===== config.mk =====
export PLATFORM = sky130hd
export DESIGN_NAME = bullet_pool_ctrl
export DESIGN_NICKNAME = d
export VERILOG_FILES = /design/src/rtl/bullet_pool_ctrl_pkg.sv /design/src/rtl/bullet_slot.sv /design/src/rtl/bullet_pool_ctrl.sv
export SDC_FILE = /design/constraint.sdc
export NUM_CORES = 1
export LEC_CHECK = 0
export ABC_AREA = 1
export CORE_UTILIZATION = 35
export DETAILED_ROUTE_END_ITERATION = 6
export SLEW_MARGIN = 20
export SYNTH_ARGS = -nofsm -noshare
export SYNTH_HDL_FRONTEND = slang
export SYNTH_SLANG_ARGS = --single-unit

===== constraint.sdc =====
create_clock -name i_clk -period 4 [get_ports i_clk]
set_input_delay 0.8 -clock i_clk [delete_from_list [all_inputs] [get_ports i_clk]]
set_output_delay 0.8 -clock i_clk [all_outputs]
set_load 0.01 [all_outputs]

===== src/rtl/bullet_pool_ctrl_pkg.sv =====
`default_nettype none
// ============================================================================
// Module   : bullet_pool_ctrl_pkg
// Purpose  : Shared constants, FSM encoding and helpers for the bullet pool
// Revision : 1.0 - initial release
// ============================================================================
package bullet_pool_ctrl_pkg;

  // Coordinate width shared by x and y
  localparam int c_COORD_W = 12;

  // Requester indices
  localparam int c_NUM_REQ    = 2;
  localparam int c_REQ_PLAYER = 0;
  localparam int c_REQ_ENEMY  = 1;

  // Owner direction: player bullets travel up, enemy bullets travel down
  localparam logic c_OWNER_UP   = 1'b0;
  localparam logic c_OWNER_DOWN = 1'b1;

  // Frame sequencer state encoding
  typedef logic [1:0] state_t;
  localparam state_t c_ST_IDLE    = 2'd0;
  localparam state_t c_ST_MOVE    = 2'd1;
  localparam state_t c_ST_ALLOC_A = 2'd2;
  localparam state_t c_ST_ALLOC_B = 2'd3;

  // Extract one requester's coordinate from a packed two-requester bus
  function automatic logic [c_COORD_W-1:0] req_coord(
    input logic [2*c_COORD_W-1:0] i_bus,
    input logic                   i_sel
  );
    return (i_sel == 1'(c_REQ_ENEMY)) ? i_bus[2*c_COORD_W-1:c_COORD_W]
                                      : i_bus[c_COORD_W-1:0];
  endfunction

endpackage
`default_nettype wire


===== src/rtl/bullet_slot.sv =====
`default_nettype none
// ============================================================================
// Module   : bullet_slot
// Purpose  : One bullet slot register with load, kill and per-frame move
// Revision : 1.0 - initial release
// ============================================================================
module bullet_slot
  import bullet_pool_ctrl_pkg::*;
#(
  parameter int SPEED    = 4,
  parameter int B_SIZE   = 4,
  parameter int SCREEN_H = 480
) (
  input  logic                 i_clk,
  input  logic                 i_rst_n,
  input  logic                 i_move,
  input  logic                 i_kill,
  input  logic                 i_load,
  input  logic                 i_load_owner,
  input  logic [c_COORD_W-1:0] i_load_x,
  input  logic [c_COORD_W-1:0] i_load_y,
  output logic                 o_valid,
  output logic                 o_owner,
  output logic [c_COORD_W-1:0] o_x,
  output logic [c_COORD_W-1:0] o_y
);

  // One extra bit so the downward retire compare cannot overflow
  localparam logic [c_COORD_W:0]   c_STEP_X = (c_COORD_W+1)'(SPEED);
  localparam logic [c_COORD_W:0]   c_LIMIT  = (c_COORD_W+1)'(SCREEN_H - B_SIZE);
  localparam logic [c_COORD_W-1:0] c_STEP   = c_COORD_W'(SPEED);

  logic                 r_valid;
  logic                 r_owner;
  logic [c_COORD_W-1:0] r_x;
  logic [c_COORD_W-1:0] r_y;

  logic [c_COORD_W:0]   w_y_ext;
  logic                 w_retire;
  logic [c_COORD_W-1:0] w_y_next;

  // Retire test and next position depend only on travel direction
  always_comb begin
    w_y_ext = {1'b0, r_y};
    if (r_owner == c_OWNER_UP) begin
      w_retire = (w_y_ext < c_STEP_X);
      w_y_next = r_y - c_STEP;
    end else begin
      w_retire = ((w_y_ext + c_STEP_X) > c_LIMIT);
      w_y_next = r_y + c_STEP;
    end
  end

  // Load wins over kill (a killed slot may be re-used the same cycle); kill wins over move
  always_ff @(posedge i_clk or negedge i_rst_n) begin
    if (!i_rst_n) begin
      r_valid <= 1'b0;
      r_owner <= c_OWNER_UP;
      r_x     <= '0;
      r_y     <= '0;
    end else if (i_load) begin
      r_valid <= 1'b1;
      r_owner <= i_load_owner;
      r_x     <= i_load_x;
      r_y     <= i_load_y;
    end else if (i_kill) begin
      r_valid <= 1'b0;
    end else if (i_move && r_valid) begin
      if (w_retire) begin
        r_valid <= 1'b0;
      end else begin
        r_y <= w_y_next;
      end
    end
  end

  assign o_valid = r_valid;
  assign o_owner = r_owner;
  assign o_x     = r_x;
  assign o_y     = r_y;

endmodule
`default_nettype wire


===== src/rtl/bullet_pool_ctrl.sv =====
`default_nettype none
// ============================================================================
// Module   : bullet_pool_ctrl
// Purpose  : Bullet slot pool with round-robin fire arbitration, per-frame
//            movement, retire and collision kill
// Revision : 1.0 - initial release
// ============================================================================
module bullet_pool_ctrl
  import bullet_pool_ctrl_pkg::*;
#(
  parameter int NUM_SLOTS = 4,
  parameter int SPEED     = 4,
  parameter int B_SIZE    = 4,
  parameter int SCREEN_H  = 480,
  parameter int COOLDOWN  = 8
) (
  input  logic                           i_clk,
  input  logic                           i_rst_n,
  input  logic                           i_ani_stb,
  input  logic                           i_animate,
  input  logic [c_NUM_REQ-1:0]           i_req,
  input  logic [2*c_COORD_W-1:0]         i_req_x,
  input  logic [2*c_COORD_W-1:0]         i_req_y,
  input  logic [NUM_SLOTS-1:0]           i_kill,
  output logic [c_NUM_REQ-1:0]           o_gnt,
  output logic                           o_full,
  output logic [NUM_SLOTS-1:0]           o_bvalid,
  output logic [NUM_SLOTS-1:0]           o_bowner,
  output logic [NUM_SLOTS*c_COORD_W-1:0] o_bx,
  output logic [NUM_SLOTS*c_COORD_W-1:0] o_by
);

  localparam int c_IDX_W = $clog2(NUM_SLOTS);
  localparam int c_CD_W  = (COOLDOWN < 2) ? 1 : $clog2(COOLDOWN + 1);
  localparam logic [c_CD_W-1:0] c_CD_LOAD = c_CD_W'(COOLDOWN);

  state_t r_state;
  state_t w_state_nxt;

  logic                 r_rr;
  logic                 r_frame_gnt;
  logic [c_NUM_REQ-1:0] r_gnt;
  logic [c_CD_W-1:0]    r_cd [c_NUM_REQ];

  logic                 w_tick;
  logic                 w_move;
  logic                 w_alloc;
  logic                 w_alloc_a;
  logic                 w_alloc_b;
  logic                 w_sel;
  logic                 w_elig;
  logic [NUM_SLOTS-1:0] w_valid;
  logic [NUM_SLOTS-1:0] w_free;
  logic [NUM_SLOTS-1:0] w_load;
  logic [c_IDX_W-1:0]   w_slot_idx;
  logic [c_COORD_W-1:0] w_spawn_x;
  logic [c_COORD_W-1:0] w_spawn_y;

  assign w_tick = i_ani_stb & i_animate;

  // Frame sequencer state register
  always_ff @(posedge i_clk or negedge i_rst_n) begin
    if (!i_rst_n) begin
      r_state <= c_ST_IDLE;
    end else begin
      r_state <= w_state_nxt;
    end
  end

  // Frame sequencer next state; ticks outside IDLE are ignored
  always_comb begin
    w_state_nxt = r_state;
    case (r_state)
      c_ST_IDLE:    if (w_tick) w_state_nxt = c_ST_MOVE;
      c_ST_MOVE:    w_state_nxt = c_ST_ALLOC_A;
      c_ST_ALLOC_A: w_state_nxt = c_ST_ALLOC_B;
      c_ST_ALLOC_B: w_state_nxt = c_ST_IDLE;
      default:      w_state_nxt = c_ST_IDLE;
    endcase
  end

  // Frame sequencer decoded controls; ALLOC_A serves rr, ALLOC_B the other requester
  always_comb begin
    w_move    = (r_state == c_ST_MOVE);
    w_alloc_a = (r_state == c_ST_ALLOC_A);
    w_alloc_b = (r_state == c_ST_ALLOC_B);
    w_alloc   = w_alloc_a | w_alloc_b;
    w_sel     = w_alloc_a ? r_rr : ~r_rr;
  end

  // A slot being killed this cycle already counts as free
  assign w_free = ~w_valid | i_kill;

  // Lowest-index free slot priority encoder
  always_comb begin
    w_slot_idx = '0;
    for (int i = NUM_SLOTS - 1; i >= 0; i--) begin
      if (w_free[i]) w_slot_idx = c_IDX_W'(i);
    end
  end

  assign w_elig    = w_alloc & i_req[w_sel] & (r_cd[w_sel] == '0) & (|w_free);
  assign w_load    = w_elig ? (NUM_SLOTS'(1) << w_slot_idx) : '0;
  assign w_spawn_x = req_coord(i_req_x, w_sel);
  assign w_spawn_y = req_coord(i_req_y, w_sel);

  // Grant pulse, one cycle after the serving allocation cycle
  always_ff @(posedge i_clk or negedge i_rst_n) begin
    if (!i_rst_n) begin
      r_gnt <= '0;
    end else begin
      r_gnt <= w_elig ? (c_NUM_REQ'(1) << w_sel) : '0;
    end
  end

  // Round-robin pointer flips once per frame that produced any grant
  always_ff @(posedge i_clk or negedge i_rst_n) begin
    if (!i_rst_n) begin
      r_rr        <= 1'b0;
      r_frame_gnt <= 1'b0;
    end else begin
      if (w_alloc_a) r_frame_gnt <= w_elig;
      if (w_alloc_b && (r_frame_gnt || w_elig)) r_rr <= ~r_rr;
    end
  end

  // Per-requester cooldown: counts down once per frame, reloaded on grant
  always_ff @(posedge i_clk or negedge i_rst_n) begin
    if (!i_rst_n) begin
      for (int r = 0; r < c_NUM_REQ; r++) r_cd[r] <= '0;
    end else begin
      for (int r = 0; r < c_NUM_REQ; r++) begin
        if (w_move && (r_cd[r] != '0)) begin
          r_cd[r] <= r_cd[r] - 1'b1;
        end else if (w_elig && (w_sel == 1'(r))) begin
          r_cd[r] <= c_CD_LOAD;
        end
      end
    end
  end

  generate
    for (genvar k = 0; k < NUM_SLOTS; k++) begin : g_slot
      bullet_slot #(
        .SPEED    (SPEED),
        .B_SIZE   (B_SIZE),
        .SCREEN_H (SCREEN_H)
      ) u_slot (
        .i_clk        (i_clk),
        .i_rst_n      (i_rst_n),
        .i_move       (w_move),
        .i_kill       (i_kill[k]),
        .i_load       (w_load[k]),
        .i_load_owner (w_sel),
        .i_load_x     (w_spawn_x),
        .i_load_y     (w_spawn_y),
        .o_valid      (w_valid[k]),
        .o_owner      (o_bowner[k]),
        .o_x          (o_bx[k*c_COORD_W +: c_COORD_W]),
        .o_y          (o_by[k*c_COORD_W +: c_COORD_W])
      );
    end
  endgenerate

  assign o_gnt    = r_gnt;
  assign o_bvalid = w_valid;
  assign o_full   = &w_valid;

endmodule
`default_nettype wire


==> flow_metrics.tcl, run 1 <==
set metrics [dict create \
    status "finished clean" \
    fin_crit_ps 3180 \
    finalNetCount 1323 \
    grt-ovfl-total 0 \
    cts_made_buffers 17 \
    maxSlewViolCount 0 \
    cts_tree "built" \
    cp_data_required_time_ps 4280 \
    num_rows 54 \
    maxCapViolations 0 \
    place_area_um2 9510 \
    cts.clk_slew.worst_paths_ps 60 \
    ys_ff_latch 118 \
    r2r-end "g_slot[2].u_slot.o_x[5]" \
    worstPathMaxFanout 27 \
    initial_core_util 0.357 \
    fin_setup_tns_ps 0 \
    final_area_um2 10100 \
    finalHoldViolations 0 \
    synth_flop_cell "dfrtp_1" \
    rsz0062_at_grt "no" \
    antenna_found_initial 0 \
    ctsResizeCount 0 \
    cp-start-kind "register" \
    drc 0 \
    htreeDepth 4 \
    min_period_over_period 0.796 \
    syn_area_per_cell_um2 7.02 \
    post-place-ws_ps 732 \
    cts_root_buffer "clkbuf_16" \
    post_drt_wl_per_cell_um 15.5 \
    synthesis.area_um2 7790 \
    power_density_nw_per_um2 517 \
    grt_use_total 0.220 \
    die_h_um 151 \
    synth_edf_count 0 \
    gp_congestion 0.883 \
    ios 165 \
    ys_types 41 \
    yosysMostFrequentCell "nand2_1" \
    io_buffers 164 \
    p_leak_nw 4.84 \
    die_area_um2 22900 \
    vias 7614 \
    ctsHoldBuffers 0 \
    syn-num-nets 1186 \
    layout-drive-gt1-share 0.0533 \
    crit_start "r_state[0]" \
    arrival_ps 3460 \
    grt_max_degree 82 \
    max_stage_delay_ps 610 \
    slew_headroom 0.316 \
    yosys_warnings 0 \
    crit-reg2reg-launch "r_state[0]" \
    cp.depth 12 \
    detail-route-antenna-nets 0 \
    worst_pin_slew_ps 998 \
    critPathSlowestCell "nand4_2" \
    cts_sinks 118 \
    post_cts_buffers 0 \
    ys_seq_area_frac 0.379 \
    yosysTopAreaCellShare 0.379 \
    hold_slack_ps 340 \
    worstSetupEndpoint "g_slot[2].u_slot.o_x[5]" \
    vias_per_cell 4.95 \
    clk_path_buf_depth 2 \
    netlist_top_cells_count "382 x nand2_1, 118 x dfrtp_1, 98 x nand3_1, 98 x nor2_1, 94 x o21ai_0" \
    critPathBufInv 4 \
    wl_um 23900 \
    peakVddDrop_mv 0.436 \
    fmax_ghz 0.314 \
    setup_slack_ps 817 \
    dr.pass1.iters 6 \
    grt_pass1_vias 6993 \
    clock_latency_ps 430 \
    syn_to_final_growth_pct 29.7 \
    diodes 0 \
    post-synth-top-area-cell "dfrtp_1" \
    grt_pass1_wl_um 38100 \
    yosys-top-cells-area "dfrtp_1 38%, nand2_1 18%, nand3_1 6.3%" \
    hpwl_um 17400 \
    fillers 2230 \
    ff2ff_setup_slack_ps 820 \
    path_class "reg2reg" \
    fin_skew_ps 5.90 \
    die_w_um 151 \
    synthArstFlopShare 1.00 \
    reg2regPathDepth 12 \
    totalPowerFinal_mw 5.22 \
    core-area_um2 21800 \
    hp-class "in2async" \
    drt-initial-drc-count 440 \
    crit_chain "inv_1, ha_1, inv_1, nand2_2, nand2_4, clkinv_2, nand4_2, o21ai_4, nand4_2, buf_4, nand2_1, o21ai_1" \
    crit_family "simple AND/OR/NAND/NOR gates" \
    synth_cells 1109 \
    finalSetupViolations 0 \
    cp-end-kind "register" \
]
## report_power, final
group / switching, mW / internal (mW) / leakage (nW) / total (mW)
logic: 1.30 / 0.793 / 2.96 / 2.09
clock network: 0.599 / 0.937 / 0.280 / 1.54
registers: 0.230 / 1.37 / 1.60 / 1.60
## registers in the layout, summed over array words and instances (netlist names)
register and cells:
g_slot.u_slot.o_x 48, r_frame_gnt 1, r_rr 1, r_cd 8
r_state 2, o_gnt 2, g_slot.u_slot.o_y 48, g_slot.u_slot.o_valid 4
g_slot.u_slot.o_owner 4
## cell type report
type	count	area [um2]	area share
multi-input combinational	844	4150	0.411
sequential	118	2950	0.292
timing repair buffer	171	1700	0.169
clock buffer	18	439	0.0435
inverter	94	354	0.0351
tap	280	350	0.0347
clock inverter	13	151	0.0150
## per-stage QoR
step / utilization / std cells
2_1_floorplan: - / 1109
3_3_place_gp: 0.436 / 1507
3_5_place_dp: 0.436 / 1507
4_1_cts: 0.463 / 1538
5_1_grt: 0.463 / 1538
6_report: 0.463 / 1538
## kinds of logic after synthesis
logic type                 share of synthesized area
adders and majority gates                     0.0305
and+or+nand+nor                                0.334
DFF                                            0.379
AOI/OAI and AO/OA                              0.114
xor gates and xnor gates                      0.0292
buffers and inverters                         0.0883
muxes                                         0.0257
## routing by layer
layer / global-route usage / vias up / share of wire
met5: 0 / - / 0
met4: 0.0765 / 0 / 0.021
met3: 0.0608 / 28 / 0.074
met2: 0.345 / 252 / 0.46
met1: 0.291 / 3480 / 0.44
li1: - / 3854 / -
## worst min path at each step
stage | start | to | slack, ps
after CTS | i_rst_n | g_slot[2].u_slot.o_x[3] | 360
after global routing | i_rst_n | g_slot[2].u_slot.o_x[3] | 370
after floorplan | r_frame_gnt | r_frame_gnt | 450
after detailed placement | g_slot[0].u_slot.o_x[4] | g_slot[0].u_slot.o_x[4] | 470
after global placement | g_slot[3].u_slot.o_x[10] | g_slot[3].u_slot.o_x[10] | 470
final | i_rst_n | g_slot[2].u_slot.o_x[3] | 340
## layout by cell type, fill, tap and decap left out, types with 5 or more instances in the layout
cell | netlist | routed
nand2_1 | 382 | 382
clkdlybuf4s50_1 | 0 | 163
dfrtp_1 | 118 | 118
nor2_1 | 98 | 98
nand3_1 | 98 | 98
o21ai_0 | 94 | 94
inv_1 | 89 | 89
o21ai_1 | 32 | 32
mux2i_1 | 20 | 20
ha_1 | 19 | 19
xor2_1 | 17 | 17
clkbuf_16 | 0 | 17
a21oi_1 | 15 | 15
nand4_1 | 10 | 10
a31oi_1 | 10 | 10
xnor2_1 | 9 | 9
buf_4 | 11 | 7
o21ai_2 | 6 | 6
nand2_2 | 5 | 5
nor3_1 | 5 | 5
clkinv_4 | 0 | 5
Note: power is estimated with default switching activity, not from simulation.
==> run 2, diff against run 1 <==
==> constraint.sdc (replaced) <==
create_clock -name i_clk -period 3.1 [get_ports i_clk]
set_input_delay 0.62 -clock i_clk [delete_from_list [all_inputs] [get_ports i_clk]]
set_output_delay 0.62 -clock i_clk [all_outputs]
set_load 0.01 [all_outputs]
==> run 2 against run 1 <==
Wire length shrank 1.1%; flip-flop and latch count unchanged; cell area is 1.9% higher; total power increased by 33%; combinational power increased by 34%; non-clock buffer count increased by 20; die area did not move; setup slack got worse by 360 ps; fmax grew 21%; via count up 0.91%; largest power group unchanged.
==> flow_metrics.tcl, run 2 (synthesized netlist as in run 1, its figures left out) <==
set metrics [dict create \
    status "finished clean" \
    rsz0062_at_grt "no" \
    peakVddDrop_mv 0.450 \
    post_drt_wl_per_cell_um 15.2 \
    min_period_over_period 0.851 \
    gp_congestion 0.838 \
    syn_to_final_growth_pct 32.2 \
    cts.clk_slew.worst_paths_ps 60 \
    path_class "reg2reg" \
    maxSlewViolCount 0 \
    critPathSlowestCell "nand4_4" \
    max_stage_delay_ps 470 \
    drc 0 \
    grt_pass1_wl_um 37600 \
    grt-ovfl-total 0 \
    antenna_found_initial 1 \
    slew_headroom 0.598 \
    cts_sinks 118 \
    drt-initial-drc-count 437 \
    grt_max_degree 60 \
    final_common_cell "nand2_1" \
    cts_tree "built" \
    cp_data_required_time_ps 3380 \
    cts_root_buffer "clkbuf_16" \
    die_area_um2 22900 \
    cp-end-kind "register" \
    final_util 0.472 \
    fin_skew_ps 16.6 \
    ctsHoldBuffers 0 \
    maxCapViolations 0 \
    dr.pass1.iters 6 \
    fmax_ghz 0.379 \
    ios 165 \
    finalHoldViolations 0 \
    final_area_um2 10300 \
    critPathBufInv 3 \
    vias_per_cell 4.93 \
    wl_um 23600 \
    power.switching_mw 2.72 \
    cts_made_buffers 17 \
    post-place-ws_ps 276 \
    intPower_mw 4.21 \
    fin_setup_tns_ps 0 \
    power_density_nw_per_um2 673 \
    hold_slack_ps 202 \
    p_leak_nw 4.96 \
    ctsResizeCount 0 \
    detail-route-antenna-nets 0 \
    hpwl_um 17500 \
    finalSetupViolations 0 \
    place_area_um2 9690 \
    crit_family "simple AND/OR/NAND/NOR gates" \
    clock_latency_ps 420 \
    switching_share 0.393 \
    io_buffers 164 \
    layout-drive-gt1-share 0.0665 \
    htreeDepth 4 \
    power.clock.fraction 0.298 \
    post_cts_buffers 0 \
    cp-start-kind "register" \
    num_rows 54 \
    diodes 0 \
    core-area_um2 21800 \
    die_w_um 151 \
    grt_pass1_vias 7022 \
    setup_slack_ps 461 \
    grt_use_total 0.217 \
    worstPathMaxFanout 33 \
    crit_chain "inv_1, ha_1, inv_1, nand2_2, nand2_4, nand2_2, o21ai_4, nand4_4, buf_12, nand2_1, o21ai_0" \
    finalNetCount 1343 \
    clk_path_buf_depth 2 \
    initial_core_util 0.357 \
    die_h_um 151 \
    comb_power_share 0.406 \
    vias 7683 \
    worst_pin_slew_ps 586 \
    hp-class "in2async" \
    fin_crit_ps 2640 \
    seqPwrFrac 0.297 \
    mostFrequentLayoutCells "382 x nand2_1, 163 x clkdlybuf4s50_1, 118 x dfrtp_1" \
    arrival_ps 2920 \
]
run 2: stage by stage:
stage	power, mW	cells
2_1_floorplan	3.75	1109
3_3_place_gp	4.87	1527
3_5_place_dp	4.90	1527
4_1_cts	6.99	1558
5_1_grt	7.41	1558
6_report	6.93	1558
run 2: final timing paths:
| kind | from | endpoint | slack [ps] | cells past startpoint |
|---|---|---|---|---|
| worst max register to register | r_state[0] | g_slot[1].u_slot.o_y[0] | 460 | 11 |
| worst min register to register | g_slot[0].u_slot.o_x[4] | g_slot[0].u_slot.o_x[4] | 480 | 2 |
| worst min-delay path | i_rst_n | g_slot[1].u_slot.o_x[10] | 200 | 1 |
| worst max-delay path | r_state[0] | g_slot[1].u_slot.o_y[0] | 460 | 11 |
| min in group i_clk | g_slot[0].u_slot.o_x[4] | g_slot[0].u_slot.o_x[4] | 480 | 2 |
| max in group asynchronous | i_rst_n | g_slot[1].u_slot.o_x[9] | 2190 | 2 |
run 2: power groups by stage:
stage	logic (mW)	clock network [mW]	registers, mW
floorplan	1.72	0	2.03
CTS	2.84	2.10	2.06
finish	2.81	2.06	2.06
detailed placement	2.82	0	2.08
global route	3.14	2.17	2.10
global placement	2.79	0	2.08
run 2: cell type report:
cell class              instances  area (um2)
repair buffers                191        1880
inverters                      94         354
clock inverters                12         179
fillers                      2232       11500
well taps                     280         350
flip-flops and latches        118        2950
multi-input cells             844        4150
clock buffers                  19         433
run 2: per-layer routing:
metal | routed length, um | vias to the layer above | global-route usage
li1 | - | 3887 | -
met4 | 486 | 2 | 0.0700
met1 | 10500 | 3532 | 0.274
met3 | 1710 | 33 | 0.0669
met2 | 10900 | 229 | 0.350
met5 | 13 | - | 0
==> run 3, diff against run 2 <==
--- a/config.mk
+++ b/config.mk
@@ -6,8 +6,10 @@
 export NUM_CORES = 1
 export LEC_CHECK = 0
 export ABC_AREA = 1
+export CORE_MARGIN = 2
 export CORE_UTILIZATION = 35
 export DETAILED_ROUTE_END_ITERATION = 6
+export RECOVER_POWER = 25
 export SLEW_MARGIN = 20
 export SYNTH_ARGS = -nofsm -noshare
 export SYNTH_HDL_FRONTEND = slang
==> run 3 against run 2 <==
Utilization fell by 0.30 points; clock power fell by 6%; sequential power about the same; first-iteration DRC count decreased by 13%; count of clock-buffer cells in the layout decreased by 1; worst hold slack better by 240 ps; combinational power hardly changed; clock skew down 8.2 ps; setup slack improved by 17 ps; largest cell class unchanged; highest routed layer is now met4.
==> flow_metrics.tcl, run 3 (synthesized netlist as in run 1, its figures left out) <==
set metrics [dict create \
    status "finished clean" \
    diodes 0 \
    switching_share 0.408 \
    cts.clk_slew.worst_paths_ps 60 \
    numPlacedInstances 1525 \
    seq_area_um2 2950 \
    fin_setup_tns_ps 0 \
    p_leak_nw 4.94 \
    cp-end-kind "register" \
    mostFrequentLayoutCells "382 x nand2_1, 163 x clkdlybuf4s50_1, 118 x dfrtp_1" \
    intPower_mw 4.01 \
    grt_max_degree 48 \
    hp-class "in2async" \
    drt-initial-drc-count 382 \
    post_cts_buffers 0 \
    grt_use_total 0.204 \
    maxSlewViolCount 0 \
    wl_um 23900 \
    multi_input_area_um2 4150 \
    cts_tree "built" \
    dr.pass1.iters 5 \
    vias 7622 \
    power.clock.fraction 0.284 \
    finalNetCount 1341 \
    fillers 2235 \
    gp_congestion 0.888 \
    final_common_cell "nand2_1" \
    die_h_um 153 \
    seqPwrFrac 0.304 \
    path_class "reg2reg" \
    layout-drive-gt1-share 0.0673 \
    hold_slack_ps 438 \
    fin_crit_ps 2620 \
    layout.cells.non_filler 1557 \
    num_rows 54 \
    power.switching_mw 2.76 \
    finalHoldViolations 0 \
    comb_power_share 0.412 \
    cp-start-kind "register" \
    slew_headroom 0.179 \
    cts_made_buffers 17 \
    min_period_over_period 0.846 \
    initial_core_util 0.357 \
    antenna_found_initial 0 \
    totalPowerFinal_mw 6.77 \
    grt-ovfl-total 0 \
    grt_pass1_vias 7113 \
    vias_per_cell 4.90 \
    cts_sinks 118 \
    die_w_um 153 \
    peakVddDrop_mv 0.437 \
    fin_skew_ps 8.50 \
    syn_to_final_growth_pct 31.3 \
    clock_latency_ps 420 \
    power_density_nw_per_um2 661 \
    post_drt_wl_per_cell_um 15.4 \
    rsz0062_at_grt "no" \
    detail-route-antenna-nets 0 \
    core-area_um2 21800 \
    hpwl_um 17800 \
    finalSetupViolations 0 \
    ctsResizeCount 0 \
    htreeDepth 4 \
    drc 0 \
    io_buffers 164 \
    clk_path_buf_depth 2 \
    worstPathMaxFanout 32 \
    cts_root_buffer "clkbuf_16" \
    ios 165 \
    arrival_ps 2890 \
    cp_data_required_time_ps 3370 \
    die_area_um2 23500 \
    final_util 0.469 \
    grt_pass1_wl_um 38500 \
    worst_pin_slew_ps 1230 \
    maxCapViolations 0 \
    fmax_ghz 0.381 \
    ctsHoldBuffers 0 \
]
run 3: final cells by class:
cell class              count  share of cell area
clock buffers              18              0.0429
clock inverters            14              0.0136
inverters                  94              0.0346
multi-input cells         844               0.406
flip-flops and latches    118               0.289
well taps                 280              0.0342
repair buffers            189               0.181
run 3: stage by stage:
stage          instance area (um2)  worst slack [ps]
5_1_grt                      10200               212
6_report                     10200               478
2_1_floorplan                 7790              1100
4_1_cts                      10200               457
3_3_place_gp                  9670               303
3_5_place_dp                  9670               261
run 3: final timing paths:
check | start | end | slack, ps | cells past startpoint
worst min-delay path | i_rst_n | g_slot[1].u_slot.o_x[4] | 440 | 1
worst max-delay path | r_state[0] | g_slot[0].u_slot.o_x[8] | 480 | 12
worst min register to register | g_slot[1].u_slot.o_x[8] | g_slot[1].u_slot.o_x[8] | 480 | 2
max in group asynchronous | i_rst_n | g_slot[3].u_slot.o_y[10] | 840 | 2
min in group i_clk | g_slot[1].u_slot.o_x[8] | g_slot[1].u_slot.o_x[8] | 480 | 2
worst max register to register | r_state[0] | g_slot[0].u_slot.o_x[8] | 480 | 12
run 3: worst max-delay path, stage by stage, from the launching register on:
cell and delay, ps:
dfrtp_1 370, inv_1 100, ha_1 240, inv_1 120
nand2_2 80, nand2_4 160, nand2_2 90, o21ai_4 220
buf_4 210, nand4_4 340, buf_4 380, nand2_1 80
o21ai_0 80
run 3: power groups by stage:
stage	Clock (mW)	Combinational (mW)	Sequential, mW
3_3_place_gp	0	2.77	2.08
3_5_place_dp	0	2.80	2.08
6_report	1.93	2.79	2.06
5_1_grt	2.03	3.13	2.10
4_1_cts	1.96	2.82	2.06
2_1_floorplan	0	1.72	2.03
run 3: metal layers:
metal / vias to the layer above / routed length (um) / global-route usage
li1: 3878 / - / -
met1: 3488 / 10900 / 0.276
met2: 233 / 10900 / 0.323
met3: 23 / 1690 / 0.0561
met4: 0 / 393 / 0.0551
met5: - / 0 / 0
